`src/rtl/hvac_sequencer.sv`:
```
// Heating/cooling plant sequencer: mutually exclusive heater/AC drive with
// minimum run time, dead-time between runs and window-open lockout.
module hvac_sequencer #(
  parameter int TEMP_W        = 8,
  parameter int HYST          = 2,
  parameter int MIN_ON_CYC    = 4,
  parameter int DEAD_CYC      = 3,
  parameter int PRES_HOLD_CYC = 5
) (
  input  logic              clk,
  input  logic              rst_n,
  input  logic [TEMP_W-1:0] temp,
  input  logic [TEMP_W-1:0] setpoint,
  input  logic              presence,
  input  logic              window,
  input  logic              cool_req,
  output logic              heat_en,
  output logic              cool_en,
  output logic              lockout,
  output logic [2:0]        state
);

  typedef enum logic [2:0] {
    S_IDLE = 3'd0,
    S_HEAT = 3'd1,
    S_COOL = 3'd2,
    S_DEAD = 3'd3,
    S_LOCK = 3'd4
  } state_t;

  localparam int TMAX = (MIN_ON_CYC > DEAD_CYC) ? MIN_ON_CYC : DEAD_CYC;
  localparam int TW   = $clog2(TMAX + 1);
  localparam int PW   = $clog2(PRES_HOLD_CYC + 1);

  localparam logic [TW-1:0]     RUN_LOAD  = TW'(MIN_ON_CYC - 1);
  localparam logic [TW-1:0]     DEAD_LOAD = TW'(DEAD_CYC - 1);
  localparam logic [PW-1:0]     PRES_LOAD = PW'(PRES_HOLD_CYC);
  localparam logic [TEMP_W-1:0] HYST_V    = TEMP_W'(HYST);

  state_t            state_q;
  logic [TW-1:0]     timer_q;
  logic [PW-1:0]     pres_cnt_q;
  logic [TEMP_W-1:0] on_th;
  logic              pres_held;
  logic              heat_want;
  logic              heat_stop;
  logic              cool_want;
  logic              timer_zero;

  // Turn-on threshold clamps at zero so a tiny setpoint never heats.
  assign on_th      = (setpoint > HYST_V) ? (setpoint - HYST_V) : '0;
  assign pres_held  = presence | (pres_cnt_q != '0);
  assign heat_want  = pres_held & ~window & (temp < on_th);
  assign heat_stop  = (temp >= setpoint) | ~pres_held;
  assign cool_want  = cool_req & ~window;
  assign timer_zero = (timer_q == '0);

  always_ff @(posedge clk or negedge rst_n) begin
    if (!rst_n) begin
      state_q    <= S_IDLE;
      timer_q    <= '0;
      pres_cnt_q <= '0;
    end else begin
      if (presence)
        pres_cnt_q <= PRES_LOAD;
      else if (pres_cnt_q != '0)
        pres_cnt_q <= pres_cnt_q - PW'(1);

      if (!timer_zero)
        timer_q <= timer_q - TW'(1);

      case (state_q)
        S_IDLE: begin
          if (window) begin
            state_q <= S_LOCK;
          end else if (cool_want) begin
            state_q <= S_COOL;
            timer_q <= RUN_LOAD;
          end else if (heat_want) begin
            state_q <= S_HEAT;
            timer_q <= RUN_LOAD;
          end
        end
        S_HEAT: begin
          if (window) begin
            state_q <= S_LOCK;
          end else if (timer_zero && (heat_stop || cool_want)) begin
            state_q <= S_DEAD;
            timer_q <= DEAD_LOAD;
          end
        end
        S_COOL: begin
          if (window) begin
            state_q <= S_LOCK;
          end else if (timer_zero && !cool_req) begin
            state_q <= S_DEAD;
            timer_q <= DEAD_LOAD;
          end
        end
        S_DEAD: begin
          if (window)
            state_q <= S_LOCK;
          else if (timer_zero)
            state_q <= S_IDLE;
        end
        S_LOCK: begin
          // Closing the window still pays the dead time before any new run.
          if (!window) begin
            state_q <= S_DEAD;
            timer_q <= DEAD_LOAD;
          end
        end
        default: begin
          state_q <= S_IDLE;
          timer_q <= '0;
        end
      endcase
    end
  end

  assign heat_en = (state_q == S_HEAT);
  assign cool_en = (state_q == S_COOL);
  assign lockout = (state_q == S_LOCK);
  assign state   = state_q;

endmodule

```
`config.mk`:
```
export PLATFORM = sky130hd
export DESIGN_NAME = hvac_sequencer
export DESIGN_NICKNAME = d
export VERILOG_FILES = /design/src/rtl/hvac_sequencer.sv
export SDC_FILE = /design/constraint.sdc
export NUM_CORES = 1
export LEC_CHECK = 0
export ABC_CLOCK_PERIOD_IN_PS = 1750
export BUFFER_PORTS_ARGS = -buffer_cell sky130_fd_sc_hd__buf_2
export CAP_MARGIN = 20
export CORE_MARGIN = 3
export CORE_UTILIZATION = 31
export DETAILED_ROUTE_END_ITERATION = 10
export HOLD_SLACK_MARGIN = 0.15
export SYNTH_ARGS = -nofsm -noshare
export SYNTH_HDL_FRONTEND = slang
export SYNTH_SLANG_ARGS = --single-unit
```
`constraint.sdc`:
```
create_clock -name clk -period 1.75 [get_ports clk]
set_input_delay 0.2625 -clock clk [delete_from_list [all_inputs] [get_ports clk]]
set_output_delay 0.2625 -clock clk [all_outputs]
set_load 0.01 [all_outputs]
```
Word level (Yosys, flattened, before mapping)
Index checks and enable logic that the tools add are counted.

Bits in registers: 9. Logic and storage cells: 58.

Equal/unequal tests: 9. Reduce and logical (&&, ||, !) cells: 9. Add/subtract/negate cells: 3. Muxes and demuxes: 24. Bitwise operators: 7. Order comparisons: 3.

Operators with widths (number): 3-bit 2-to-1 mux (21); 3-bit one-hot mux with 5 select lines (2); 8-bit greater-or-equal comparator (1); 8-bit by 2-bit greater-than comparator with 1-bit output (second input constant) (1); 8-bit less-than comparator (1); 8-bit 2-to-1 mux (1); 8-bit by 2-bit subtractor with 8-bit output (second input constant) (1); 3-bit by 2-bit == test with 1-bit output (second input constant) (2); 3-bit zero test (2); 3-bit by 2-bit inequality test with 1-bit output (second input constant) (2); 3-bit by 1-bit subtractor with 3-bit output (second input constant) (2); 5-bit AND reduction (1); 4-bit inequality test (second input constant) (1); 1-bit AND (3); 3-bit by 1-bit == test with 1-bit output (second input constant) (1); 3-bit == test (second input constant) (1); 3-bit inequality test (second input constant) (1); 3-bit nonzero test (1); 1-bit logical AND (2); 2-bit inequality test (second input constant) (1); 1-bit NOT (2); 1-bit bitwise OR (2); 2-bit nonzero test (1); 1-bit zero test (1); 1-bit logical OR (1).

Depth between registers and ports, before layout
Word-level depth: 9. Gate-level depth with buffers: 11. Gate-level depth less buffers: 11.

Least setup slack after synthesis
No wires, ideal clock.

Path type: input to register. Start point: in setpoint[5]. End point: reg state_q[0] (netlist: state[0]). Path slack: -656 ps. Data required time: 1643 ps. Stages: 9. Arrival time: 2300 ps. Setup time: 107 ps. Cell sequence: nor4_2 -> nand3_1 -> nand2_1 -> ha_1 -> o211a_1 -> o311ai_0 -> o221ai_2 -> and3_4 -> a2111oi_4.

Cells in the longest elaborated chain, start to end: 6. Elaborated cells between the ends (all ways): 12. Those cells by class: add/sub: 1; order compare: 3; eq/ne: 2; mux: 1; bitwise: 2; reduce/logical: 3.

RTL lines: start: declaration (line 13) `input logic [TEMP_W-1:0] setpoint,`; 8-bit by 2-bit subtractor with 8-bit output (tied with other cells) (line 51) `assign on_th = (setpoint > HYST_V) ? (setpoint - HYST_V) : '0;`; 8-bit 2-to-1 mux / 1-bit bitwise OR (equally long branches) (line 51, 54); 8-bit less-than comparator / 1-bit logical OR (equally long branches) (line 53, 87); 1-bit AND / 1-bit logical AND (equally long branches) (line 53, 87); 4-bit inequality test (no source line) / 3-bit by 2-bit inequality test with 1-bit output (equally long branches); 5-bit AND reduction (no source line) *; end signal: assignment (line 60) `state_q <= S_IDLE;`; end signal: assignment (line 75) `state_q <= S_LOCK;`; end signal: assignment (line 77) `state_q <= S_COOL;`; end: declaration (line 40) `state_t state_q;`.

Every way passes the cells marked *; elsewhere a longest branch is shown, timed or not. A chain may end at the register's enable or synchronous reset.

Final worst setup path
Start point: in setpoint[6]. End point: reg timer_q[2].

Cells in the longest elaborated chain, start to end: 8. Elaborated cells between the ends (all ways): 15. Those cells by class: add/sub: 1; order compare: 3; mux: 7; bitwise: 2; reduce/logical: 2.

RTL lines: 8-bit by 2-bit subtractor with 8-bit output / 8-bit by 2-bit greater-than comparator with 1-bit output (equally long branches) (line 51); 8-bit 2-to-1 mux (line 51); 8-bit less-than comparator (line 53) `assign heat_want = pres_held & ~window & (temp < on_th);`; 1-bit AND (line 53); 3-bit 2-to-1 mux (line 79) `end else if (heat_want) begin`; 3-bit 2-to-1 mux (line 76) `end else if (cool_want) begin`; 3-bit 2-to-1 mux (line 74) `if (window) begin`; 3-bit one-hot mux with 5 select lines * (line 72) `case (state_q)`; end signal: assignment (line 70) `timer_q <= timer_q - TW'(1);`; end: declaration (line 41) `logic [TW-1:0] timer_q;`.

Marks and branches as above.

==> results.sh <==
export IMPL_finalWorstSetupSlack_ns=-0.396
export IMPL_fin_cells=253
export IMPL_cts_tree="built"
export IMPL_remaining_drc_errors=0
export IMPL_track_usage_pct=15.7
export IMPL_fillCellCount=350
export IMPL_cp_required_ns=1.88
export IMPL_wl_per_cell_um=12.8
export IMPL_grt_max_degree=11
export IMPL_core_um2=3520
export IMPL_hold_ws_ns=0.242
export IMPL_placed_area_um2=1690
export IMPL_via_count=1263
export IMPL_rsz0062_at_grt="true"
export IMPL_drv_slew=0
export IMPL_post_place_ws_ns=-0.805
export IMPL_dpl_hpwl_mm=2.67
export IMPL_crit_fanout=4
export IMPL_cts_path_max_buffers=2
export IMPL_syn_area_um2=1200
export IMPL_path_class="primary input to register"
export IMPL_syn_inst=141
export IMPL_yosysWarnings=0
export IMPL_first_iter_violations=84
export IMPL_ctsHtreeMaxLevel=1
export IMPL_max_cap_violations=0
export IMPL_n_antenna_cell=0
export IMPL_synthArstFlopShare_pct=100
export IMPL_synth_edff_count=0
export IMPL_cts_buffers=3
export IMPL_hold_viol_final=0
export IMPL_numPortBuffers=26
export IMPL_cp_startpoint="setpoint[6]"
export IMPL_grt_overflow=0
export IMPL_gp_congestion=0.880
export IMPL_cp_arrival_ns=2.27
export IMPL_die_h_um=68.1
export IMPL_synth_distinct_cells=42
export IMPL_synthToLayoutAreaGrowth_pct=55.3
export IMPL_p_total_mw=1.60
export IMPL_start_util_pct=34.0
export IMPL_power_density_cell_area_nw_per_um2=863
export IMPL_r2r_start="pres_cnt_q[0]$_DFFE_PN0N_"
export IMPL_drt_vias_per_instance=4.99
export IMPL_cts_root_buffer="clkbuf_8"
export IMPL_synth_seq_area_share_pct=18.8
export IMPL_hp_class="primary input to register"
export IMPL_synth_seq_cells=9
export IMPL_ios=27
export IMPL_crit_path_start_kind="primary input"
export IMPL_numClockSinks=9
export IMPL_die_area_um2=4640
export IMPL_drive_gt1_share_pct=43.5
export IMPL_placedCellCount=245
export IMPL_drtAntennaViolNets=0
export IMPL_clk_pin_slew_ns=0.05
export IMPL_max_stage_delay_ns=0.35
export IMPL_dr_pass1_iters=4
export IMPL_crit_chain="buf_8 > nor4_4 > a21oi_1 > a31oi_1 > ha_1 > and3_4 > a2111oi_4 > o221ai_2 > nand3b_1 > nor2b_1"
export IMPL_antenna_found_initial=0
export IMPL_cp_slowest_cell="nor4_4"
export IMPL_setup_viol_count_final=4
export IMPL_fp_row_count=21
export IMPL_hp_start="presence"
export IMPL_dieWidth_um=68.1
export IMPL_fmax_mhz=466
export IMPL_synth_nets=182
export IMPL_routed_wl_mm=3.23
export IMPL_clkLatencyLatePin_ns=0.24
export IMPL_worst_setup_path_end_kind="register"
export IMPL_fin_area_um2=1860
export IMPL_syn_area_per_cell_um2=8.48
export IMPL_maxSlewHeadroom_pct=75.3
export IMPL_p_leak_nw=0.892
export IMPL_final_nets=249
export IMPL_worst_slew_pin_slew_ns=0.368
export IMPL_period_share_pct=123
export IMPL_status="finished, violations left"
export IMPL_peakVddDrop_v=0.000298
export IMPL_synthFlopType="dfrtp_1"
export IMPL_grt_pass1_vias=1373
export IMPL_grt_pass1_wl_mm=5.60
export IMPL_violations="setup timing"
export IMPL_finalCriticalPeriod_ns=2.15
export IMPL_fin_skew_ns=0.00235
==> critical path, delay by kind of cell <==
kind	cells	cell delay, ns
compound gates	4	0.76
fa+ha+maj	1	0.27
buf+inv	1	0.10
simple gates	4	0.88
==> state kept, by name, summed over array words and instances, names as in the netlist <==
signal,count
state,3
pres_cnt_q,3
timer_q,3
==> Yosys cell counts (2+ instances only) <==
| master | instances | share of area (%) |
|---|---|---|
| a2111oi_4 | 2 | 4.6 |
| a211oi_1 | 4 | 2.5 |
| a21oi_1 | 10 | 4.2 |
| a31oi_1 | 3 | 1.6 |
| and2_1 | 2 | 1.0 |
| and3_1 | 2 | 1.0 |
| buf_4 | 2 | 1.3 |
| dfrtp_1 | 9 | 19 |
| ha_1 | 20 | 21 |
| inv_1 | 17 | 5.3 |
| nand2_1 | 9 | 2.8 |
| nand2b_1 | 6 | 3.1 |
| nand3_1 | 2 | 0.84 |
| nor2_1 | 11 | 3.5 |
| nor2b_1 | 2 | 1.0 |
| nor3_1 | 4 | 1.7 |
| o211ai_1 | 2 | 1.3 |
| o21ai_0 | 5 | 2.1 |
| or3_1 | 2 | 1.0 |
| xnor2_1 | 5 | 3.7 |
==> layer usage <==
layer / global-route usage, % / routed length, um / vias to the layer above / part of all wire, %
met5: 0 / 0 / - / 0
met3: 0.985 / 152 / 2 / 4.7
li1: - / - / 651 / -
met1: 17.1 / 1320 / 570 / 41
met2: 30.3 / 1730 / 40 / 54
met4: 7.69 / 27 / 0 / 0.84
==> cell usage in the layout, fill, tap and decap left out, types with 3 or more instances in the layout <==
master    Yosys  routed
buf_8         0       3
a31oi_1       3       3
nand2b_1      6       6
a211oi_1      4       3
inv_1        17      15
buf_6         0       3
dfrtp_1       9       9
buf_4         2      37
a21oi_1      10      10
buf_2         1      21
o21ai_0       5       5
nor3_1        4       3
clkbuf_8      0       3
xnor2_1       5       5
nor2_1       11      11
nand2_1       9       9
ha_1         20      17
==> path summary, 6_finish.rpt <==
check,end,slack [ns],depth (start not counted)
max,timer_q[2]$_DFF_PN0_,-0.40,10
min,pres_cnt_q[1]$_DFFE_PN0N_,0.24,2
max reg2reg,timer_q[2]$_DFF_PN0_,-0.04,7
min reg2reg,pres_cnt_q[0]$_DFFE_PN0N_,0.52,2
max in group asynchronous,timer_q[2]$_DFF_PN0_,1.15,2
min in group asynchronous,state[1]$_DFFE_PN0P_,0.41,2
==> metrics by stage <==
step	TNS (ns)	util, %
global placement	-3.25	48.1
finish	-1.51	52.8
floorplan	-1.47	-
global route	-2.02	52.8
detailed placement	-3.36	48.1
CTS	-1.42	52.5
==> power breakdown <==
group | leakage, nW | internal, mW | switching (mW)
clock | 0.0228 | 0.159 | 0.0891
combinational | 0.761 | 0.482 | 0.498
sequential | 0.108 | 0.284 | 0.0914
total | 0.892 | 0.925 | 0.679
==> logic make-up (layout without fill, tap and decap cells) <==
group           after synthesis  count (layout)  share of synthesized area [%]
compound gates               39              39                           26.8
xor+xnor                      6               6                           4.39
fa+ha+maj                    20              20                           20.9
buf+inv                      20              86                           7.01
flops                         9               9                           18.8
mux                           1               1                          0.837
simple gates                 46              46                           21.2
==> repair_timing <==
item,4_1_cts,5_1_grt
setup endpoints to repair,5,5
hold buffers,1,0
buffers inserted,4,0
gates resized for setup,20,3
hold endpoints to repair,9,0
pin swaps,14,4
==> cell type report <==
cell class	count	area (um^2)	area share [%]
Clock buffer	4	45.0	2.42
Inverter	17	88.8	4.78
Multi-Input combinational cell	112	970	52.2
Sequential cell	9	225	12.1
Tap cell	46	57.6	3.10
Timing Repair Buffer	65	472	25.4
No activity file was read; power rests on OpenSTA's default activity.
